[config.mk]
export PLATFORM = sky130hd
export DESIGN_NAME = muldiv_seq
export DESIGN_NICKNAME = d
export VERILOG_FILES = /design/src/rtl/muldiv_seq.sv
export SDC_FILE = /design/constraint.sdc
export NUM_CORES = 1
export LEC_CHECK = 0
export BUFFER_PORTS_ARGS = -buffer_cell sky130_fd_sc_hd__buf_2
export CORE_UTILIZATION = 40
export CTS_CLUSTER_SIZE = 14
export DETAILED_ROUTE_END_ITERATION = 7
export PLACE_DENSITY = 0.63
export RECOVER_POWER = 25
export REMOVE_ABC_BUFFERS = 1
export SLEW_MARGIN = 20
export SYNTH_ARGS = -nofsm -noshare
export SYNTH_HDL_FRONTEND = slang
export SYNTH_SLANG_ARGS = --single-unit
[constraint.sdc]
create_clock -name clk -period 9.7 [get_ports clk]
set_clock_uncertainty 0.2 [all_clocks]
set_input_delay 0.485 -clock clk [delete_from_list [all_inputs] [get_ports clk]]
set_output_delay 0.485 -clock clk [all_outputs]
set_load 0.02 [all_outputs]
[src/rtl/muldiv_seq.sv]
// Iterative RV32M multiply/divide sequencer: 32-step shift-add or restoring divide
// on one shared XLEN+1-bit adder, followed by a sign-correction (FIX) cycle.
module muldiv_seq #(
  parameter int XLEN = 32
) (
  input  logic            clk,
  input  logic            rst_n,
  input  logic            start,
  input  logic [2:0]      funct3,
  input  logic [XLEN-1:0] op_a,
  input  logic [XLEN-1:0] op_b,
  input  logic            kill,
  output logic            busy,
  output logic            done,
  output logic [XLEN-1:0] result,
  output logic [2:0]      state_o
);

  // Handshake: start is honoured only in IDLE with kill low; busy covers MUL/DIV/FIX;
  // done is a single-cycle pulse in DONE with result already stable that cycle.
  typedef enum logic [2:0] {
    S_IDLE = 3'd0,
    S_MUL  = 3'd1,
    S_DIV  = 3'd2,
    S_FIX  = 3'd3,
    S_DONE = 3'd4
  } state_t;

  localparam int CW = $clog2(XLEN);
  localparam logic [CW-1:0]   CNT_LAST = CW'(XLEN - 1);
  localparam logic [XLEN-1:0] SMIN     = {1'b1, {(XLEN-1){1'b0}}};

  state_t              state_q, state_d;
  logic [2:0]          funct3_q;
  logic [CW-1:0]       cnt_q;
  logic [XLEN-1:0]     opa_q, opb_q, result_q;
  logic [2*XLEN-1:0]   acc_q;
  logic                neg_q, neg_rem_q;

  logic                a_signed, b_signed, sa, sb;
  logic [XLEN-1:0]     mag_a, mag_b, fast_res, fix_res;
  logic                div_by_zero, div_ovf, fast, accept;
  logic [XLEN:0]       add_x, add_y, add_sum;
  logic                add_cin;
  logic [2*XLEN-1:0]   prod_fix;
  logic [XLEN-1:0]     quo_fix, rem_fix;

  always_comb begin
    a_signed = 1'b0;
    b_signed = 1'b0;
    case (funct3)
      3'b000, 3'b001, 3'b100, 3'b110: begin
        a_signed = 1'b1;
        b_signed = 1'b1;
      end
      3'b010:  a_signed = 1'b1;
      default: ;
    endcase
    sa    = a_signed & op_a[XLEN-1];
    sb    = b_signed & op_b[XLEN-1];
    mag_a = sa ? -op_a : op_a;
    mag_b = sb ? -op_b : op_b;
  end

  always_comb begin
    div_by_zero = funct3[2] && (op_b == '0);
    div_ovf     = funct3[2] && !funct3[0] && (op_a == SMIN) && (op_b == '1);
    fast        = div_by_zero || div_ovf;
    accept      = (state_q == S_IDLE) && start && !kill;
    if (div_by_zero) fast_res = funct3[1] ? op_a : '1;
    else             fast_res = funct3[1] ? '0 : SMIN;
  end

  // Shared adder: add multiplicand to the upper accumulator half in MUL,
  // subtract the divisor from the shifted remainder in DIV.
  always_comb begin
    if (state_q == S_DIV) begin
      add_x   = acc_q[2*XLEN-1:XLEN-1];
      add_y   = ~{1'b0, opb_q};
      add_cin = 1'b1;
    end else begin
      add_x   = {1'b0, acc_q[2*XLEN-1:XLEN]};
      add_y   = opb_q[0] ? {1'b0, opa_q} : '0;
      add_cin = 1'b0;
    end
    add_sum = add_x + add_y + {{XLEN{1'b0}}, add_cin};
  end

  always_comb begin
    prod_fix = neg_q ? -acc_q : acc_q;
    quo_fix  = neg_q ? -acc_q[XLEN-1:0] : acc_q[XLEN-1:0];
    rem_fix  = neg_rem_q ? -acc_q[2*XLEN-1:XLEN] : acc_q[2*XLEN-1:XLEN];
    case (funct3_q)
      3'b000:                 fix_res = prod_fix[XLEN-1:0];
      3'b001, 3'b010, 3'b011: fix_res = prod_fix[2*XLEN-1:XLEN];
      3'b100, 3'b101:         fix_res = quo_fix;
      default:                fix_res = rem_fix;
    endcase
  end

  always_ff @(posedge clk or negedge rst_n) begin
    if (!rst_n) state_q <= S_IDLE;
    else        state_q <= state_d;
  end

  always_comb begin
    state_d = state_q;
    case (state_q)
      S_IDLE: if (accept) state_d = fast ? S_DONE : (funct3[2] ? S_DIV : S_MUL);
      S_MUL:  if (cnt_q == CNT_LAST) state_d = S_FIX;
      S_DIV:  if (cnt_q == CNT_LAST) state_d = S_FIX;
      S_FIX:  state_d = S_DONE;
      S_DONE: state_d = S_IDLE;
      default: state_d = S_IDLE;
    endcase
    if (kill) state_d = S_IDLE;
  end

  always_comb begin
    busy    = (state_q == S_MUL) || (state_q == S_DIV) || (state_q == S_FIX);
    done    = (state_q == S_DONE);
    result  = result_q;
    state_o = state_q;
  end

  always_ff @(posedge clk or negedge rst_n) begin
    if (!rst_n) begin
      funct3_q  <= '0;
      cnt_q     <= '0;
      opa_q     <= '0;
      opb_q     <= '0;
      acc_q     <= '0;
      neg_q     <= 1'b0;
      neg_rem_q <= 1'b0;
      result_q  <= '0;
    end else if (accept) begin
      funct3_q  <= funct3;
      cnt_q     <= '0;
      opa_q     <= mag_a;
      opb_q     <= mag_b;
      neg_q     <= sa ^ sb;
      neg_rem_q <= sa;
      acc_q     <= funct3[2] ? {{XLEN{1'b0}}, mag_a} : '0;
      if (fast) result_q <= fast_res;
    end else if (!kill) begin
      case (state_q)
        S_MUL: begin
          acc_q <= {add_sum, acc_q[XLEN-1:1]};
          opb_q <= opb_q >> 1;
          cnt_q <= cnt_q + CW'(1);
        end
        S_DIV: begin
          // add_sum[XLEN] set means the trial subtraction went negative: restore.
          if (!add_sum[XLEN]) acc_q <= {add_sum[XLEN-1:0], acc_q[XLEN-2:0], 1'b1};
          else                acc_q <= {acc_q[2*XLEN-2:0], 1'b0};
          cnt_q <= cnt_q + CW'(1);
        end
        S_FIX:   result_q <= fix_res;
        default: ;
      endcase
    end
  end

endmodule

# --- Yosys cells after proc, flatten, opt, wreduce, memory -nomap -nowiden ---
# Cells that the tools add are included.
word_totals:
  register_bits: 173
  input_bits: 71
  output_inout_bits: 37
  elab_cells: 106
classes:
  add_sub_neg: 8
  eq_ne: 20
  n_mux: 36
  bitwise: 4
  reduce_logical: 29
ops:
  columns: ["cell", "n"]
  rows:
  - ["$mux 32", 16]
  - ["$mux 64", 4]
  - ["$neg 32->32", 4]
  - ["$pmux 64 s2", 1]
  - ["$pmux 32 s3", 1]
  - ["$mux 33", 2]
  - ["$eq 32x32->1 const B", 2]
  - ["$neg 64->64", 1]
  - ["$add 33x1->33", 1]
  - ["$add 33x33->33", 1]
  - ["$not 32->33", 1]
  - ["$logic_not 32->1", 1]
  - ["$eq 3x2->1 const B", 5]
  - ["$eq 3x3->1 const B", 5]
  - ["$mux 5", 3]
  - ["$mux 3", 4]
  - ["$eq 3x1->1 const B", 3]
  - ["$logic_not 3->1", 3]
  - ["$pmux 3 s3", 1]
  - ["$reduce_and 2->1", 4]
  - ["$logic_and 1x1->1", 6]
  - ["$reduce_bool 2->1", 3]
  - ["$add 5x1->5 const B", 1]
  - ["$eq 5x5->1 const B", 1]
  - ["16 further kinds", 23]

# --- Logic depth before layout (Yosys ltp) ---
logic_depth:
  ltp_word: 9
  ltp_mapped: 21
  depth_no_buf: 17

# --- Worst setup path before layout ---
# Ideal clock, no wire load.
synth_path:
  path_kind: "register to register"
  startpoint: "register state_q[1], in the netlist state_o[1]"
  endpoint: "register acc_q[32]"
  setup_time_ns: 0.077
  arrival_ns: 4.991
  required_time_ns: 9.423
  path_slack_ns: 4.433
  path_stages_with_launch: 20
  path_buffers: 5
  synth_period_minus_slack_ns: 5.267
  cell_sequence: "dfrtp_1 > nor2b_1 > nor2b_1 > clkbuf_1 > inv_1 > clkbuf_1 > clkbuf_1 > buf_1 > fa_1 > fa_1 > nand2b_1 > a21o_1 > a31o_2 > or3_1 > a31oi_2 > a31oi_2 > xor2_1 > buf_2 > mux2_2 > o21ai_1"
synth_between:
  elab_chain_len: 8
  word_cells_on_any_way: 17
  classes_between: "2 x add/sub; 3 x eq/ne; 7 x mux; 5 x reduce/logical"
synth_rtl:
  columns: ["item", "line", "text"]
  rows:
  - ["start, declared", "33", "state_t state_q, state_d;"]
  - ["start signal, assigned", "103", "else state_q <= state_d;"]
  - ["$eq 3x2->1", "77, 146", null]
  - ["$mux 33", "77", "if (state_q == S_DIV) begin"]
  - ["$add 33x33->33", "86", "add_sum = add_x + add_y + {{XLEN{1'b0}}, add_cin};"]
  - ["$add 33x1->33", "86", null]
  - ["$mux 64", "154", "if (!add_sum[XLEN]) acc_q <= {add_sum[XLEN-1:0], acc_q[XLEN-2:0], 1'b1};"]
  - ["$pmux 64 s2", "146", "case (state_q)"]
  - ["$mux 64", "145", "end else if (!kill) begin"]
  - ["$mux 64", "136", "end else if (accept) begin"]
  - ["end signal, assigned", "148", "acc_q <= {add_sum, acc_q[XLEN-1:1]};"]
  - ["end signal, assigned", "154", null]
  - ["end signal, assigned", "155", "else acc_q <= {acc_q[2*XLEN-2:0], 1'b0};"]
  - ["end, declared", "37", "logic [2*XLEN-1:0] acc_q;"]
# Parallel ways exist; a longest one is shown, timed or not. The select of a mux whose other input is x is not followed.
# A chain may end at the register's enable or synchronous reset.

# --- Worst setup path in the final report ---
# Same ends and word-level chain as after synthesis.

==> reports/qor.txt <==
CTS tree: built
CTS-repair resized insts: 0
Lkg Pwr: 6.739 nW
Clk sink count: 173
Power Total: 3.883 mW
Fmax achieved: 148.3 MHz
Max-slew violations: 114
Reg2reg path depth: 17
Vias: 15400
Yosys cell types: 78
DRC errors left: 0
CP startpoint kind: flip-flop
I/O Buffers: 107
Drt wl/cell: 22.51 um
Initial DRC Count: 1479
CP max FO: 84
Final hold slack: 0.1218 ns
Finished Layout Cells: 2484
I/O Pins: 108
Dpl cells: 2450
Crit end category: flip-flop
Clock transition at path regs: 0.08 ns
Setup_tns: 0 ns
Pre-CTS WS: 2.979 ns
Most numerous cell in the Yosys netlist: nand2_1
Setup WS post-layout: 2.956 ns
WP data arrival: 6.92 ns
Failing checks: max-capacitance violations, max-slew violations
RSZ-0062 raised after global routing: no
Synthesized area per cell: 7.372 sq um
VDD IR-drop max: 0.1271 mV
Core area: 36520 sq um
Reg2reg end: acc_q[32]
Yosys warns: 0
First-pass GRT wire length: 87.06 mm
Ys flop type: dfrtp_1
Fillcell total: 3778
Design Area, Final: 16150 sq um
Final net count: 2115
Synth-to-Final Area Change: 8.907%
Total global-route track usage: 29.89%
Status: complete, but fails checks
Critical path class: flip-flop to flip-flop
DRT Pass-1 Iters: 5
R2r setup slk: 2.96 ns
Root Buffer: clkbuf_16
Detailed placement HPWL: 41.36 mm
Cells after Synth: 2012
Worst hold path type: input port to flip-flop
Layout cells sized above 1: 8.829%
Worst Hold Path Cells: 2
Setup violations, final: 0
CTS buffer count: 17
GPL Wtd Cong: 0.9975
Final core occ: 44.23%
Relative slew margins: -118.9%
Die Wd: 194.6 um
Remaining Overflow, GRT: 0
Slew @ Worst Pin: 3.284 ns
Placement Cell Area: 15580 sq um
Final hold vios: 0
Area leader, netlist: dfrtp_1
Ant diodes: 0
Initial antenna violation count: 1
Ys async rst share: 100.0%
Die Y: 194.6 um
Via-to-Cell Ratio: 6.198
Starting Density: 40.61%
Vias in the first global route: 14300
CTS Buffer Depth: 2
Cell area after synthesis: 14830 sq um
Synth area leaders: dfrtp_1 (29%), nand2_1 (9.0%), o21ai_0 (6.3%)
H-Tree Depth: 4
Pwr per Cell Area: 240.4 nW/um^2
WHS Endpoint: acc_q[0]
Tcrit/Tclk final: 69.52%
WL final: 55.92 mm
Final min period: 6.744 ns
Post-synth top cells: nand2_1 (357), o21ai_0 (188), dfrtp_1 (173)
Synth top area share: 29.19%
Routed Antenna Nets: 0
Post-synth EDFFs: 0
Total die area: 37860 sq um
WP data required: 9.88 ns
RR Startpoint: state_o[1]
Max-Cap Viols: 2
Flops & latches, synth: 173
Post-synthesis sequential area ratio: 29.19%
Hold Crit Start: op_a[0]
Worst skew pair latency: 0.47 ns
FP Rows: 70
Pin count of the biggest net entering global routing: 85
[sequential cells by signal, indices dropped and copies added, names as in the netlist]
| name | cells |
|---|---|
| funct3_q | 3 |
| opa_q | 32 |
| opb_q | 32 |
| acc_q | 64 |
| neg_q | 1 |
| state_o | 3 |
| result | 32 |
| neg_rem_q | 1 |
| cnt_q | 5 |
[logic make-up (layout without fill, tap and decap cells)]
logic type                 after synthesis  in the layout  share of synthesized area, %
DFF                                    173            173                         29.19
buffers and inverters                  194            198                         5.221
and+or+nand+nor                        762            762                         23.63
adders and majority gates               41             41                         3.560
muxes                                   37             37                         2.514
AOI/OAI and AO/OA                      652            652                         26.81
xor gates and xnor gates               153            153                         9.085
[worst max-delay path, stage by stage (launching register included)]
cell and delay [ns]:
dfrtp_1 0.46, nor2b_1 0.38, nor2b_4 0.38, clkinv_2 0.85
o21ai_0 0.60, inv_1 0.10, fa_1 0.41, fa_1 0.42
nand2b_1 0.19, a21o_1 0.18, a31o_2 0.23, or3_1 0.38
a31oi_2 0.36, a31oi_2 0.30, xor2_4 0.19, buf_4 0.43
mux2_2 0.39, o21ai_1 0.11
[report_power, final]
part | internal [mW] | switching [mW]
Combinational | 0.676 | 1.22
Clock | 0.401 | 0.345
Sequential | 0.916 | 0.322
Total | 1.99 | 1.89
[how the worst max path moves through the flow]
stage / cells after the start / slack, ns / to / start
floorplan: 16 / -1.53 / acc_q[0] / state_o[1]
global placement: 17 / 3.06 / acc_q[32] / state_o[1]
detailed placement: 17 / 2.98 / acc_q[32] / state_o[1]
CTS: 17 / 2.96 / acc_q[32] / state_o[1]
global route: 4 / 2.10 / opa_q[13] / rst_n
finish: 17 / 2.96 / acc_q[32] / state_o[1]
[placed cells by master (no fill, tap or decap), types with 8 or more instances in the layout]
cell         n
clkbuf_1    38
inv_1       28
o21a_1       9
or3_1       27
nor2_1     141
a22oi_1     29
a21oi_1    167
nor3_1      33
o211ai_1    12
a31oi_1     36
xnor2_1     78
xor2_1      73
buf_4       26
o41ai_1     10
nand2_1    356
o22ai_1     31
nand4_1     23
nand3_1     61
clkbuf_16   17
nor2b_1      8
o221ai_1    11
ha_1        39
o21ai_0    188
nor4_1      17
dfrtp_1    173
buf_2       71
nand2b_1    20
o21ai_1     43
mux2i_1     35
a211oi_1    16
or4_1       19
a21o_1      14
o31ai_1     31
[per-layer routing]
metal	part of all wire (%)	track usage [%]	wire length [um]	up-vias
met1	45	41.98	25090	7433
met4	3.9	12.02	2173	0
met3	6.4	3.679	3553	107
li1	-	-	-	7201
met5	0	0	0	-
met2	45	46.46	25100	656
[final cells by class]
cell class              count  area, sq um  share of cell area, %
repair buffers            136        709.4                  4.392
well taps                 468        585.6                  3.625
clock buffers              20        456.7                  2.827
clock inverters            12        150.1                 0.9294
flip-flops and latches    173         4329                  26.80
inverters                  30        113.9                 0.7048
multi-input cells        1645         9809                  60.72
[timing repair]
item                                   in CTS  in global routing
buffers inserted                            0                  0
endpoints found under the hold margin      55                  0
hold buffers                                2                  0
Power figures use the tool's default switching activity.
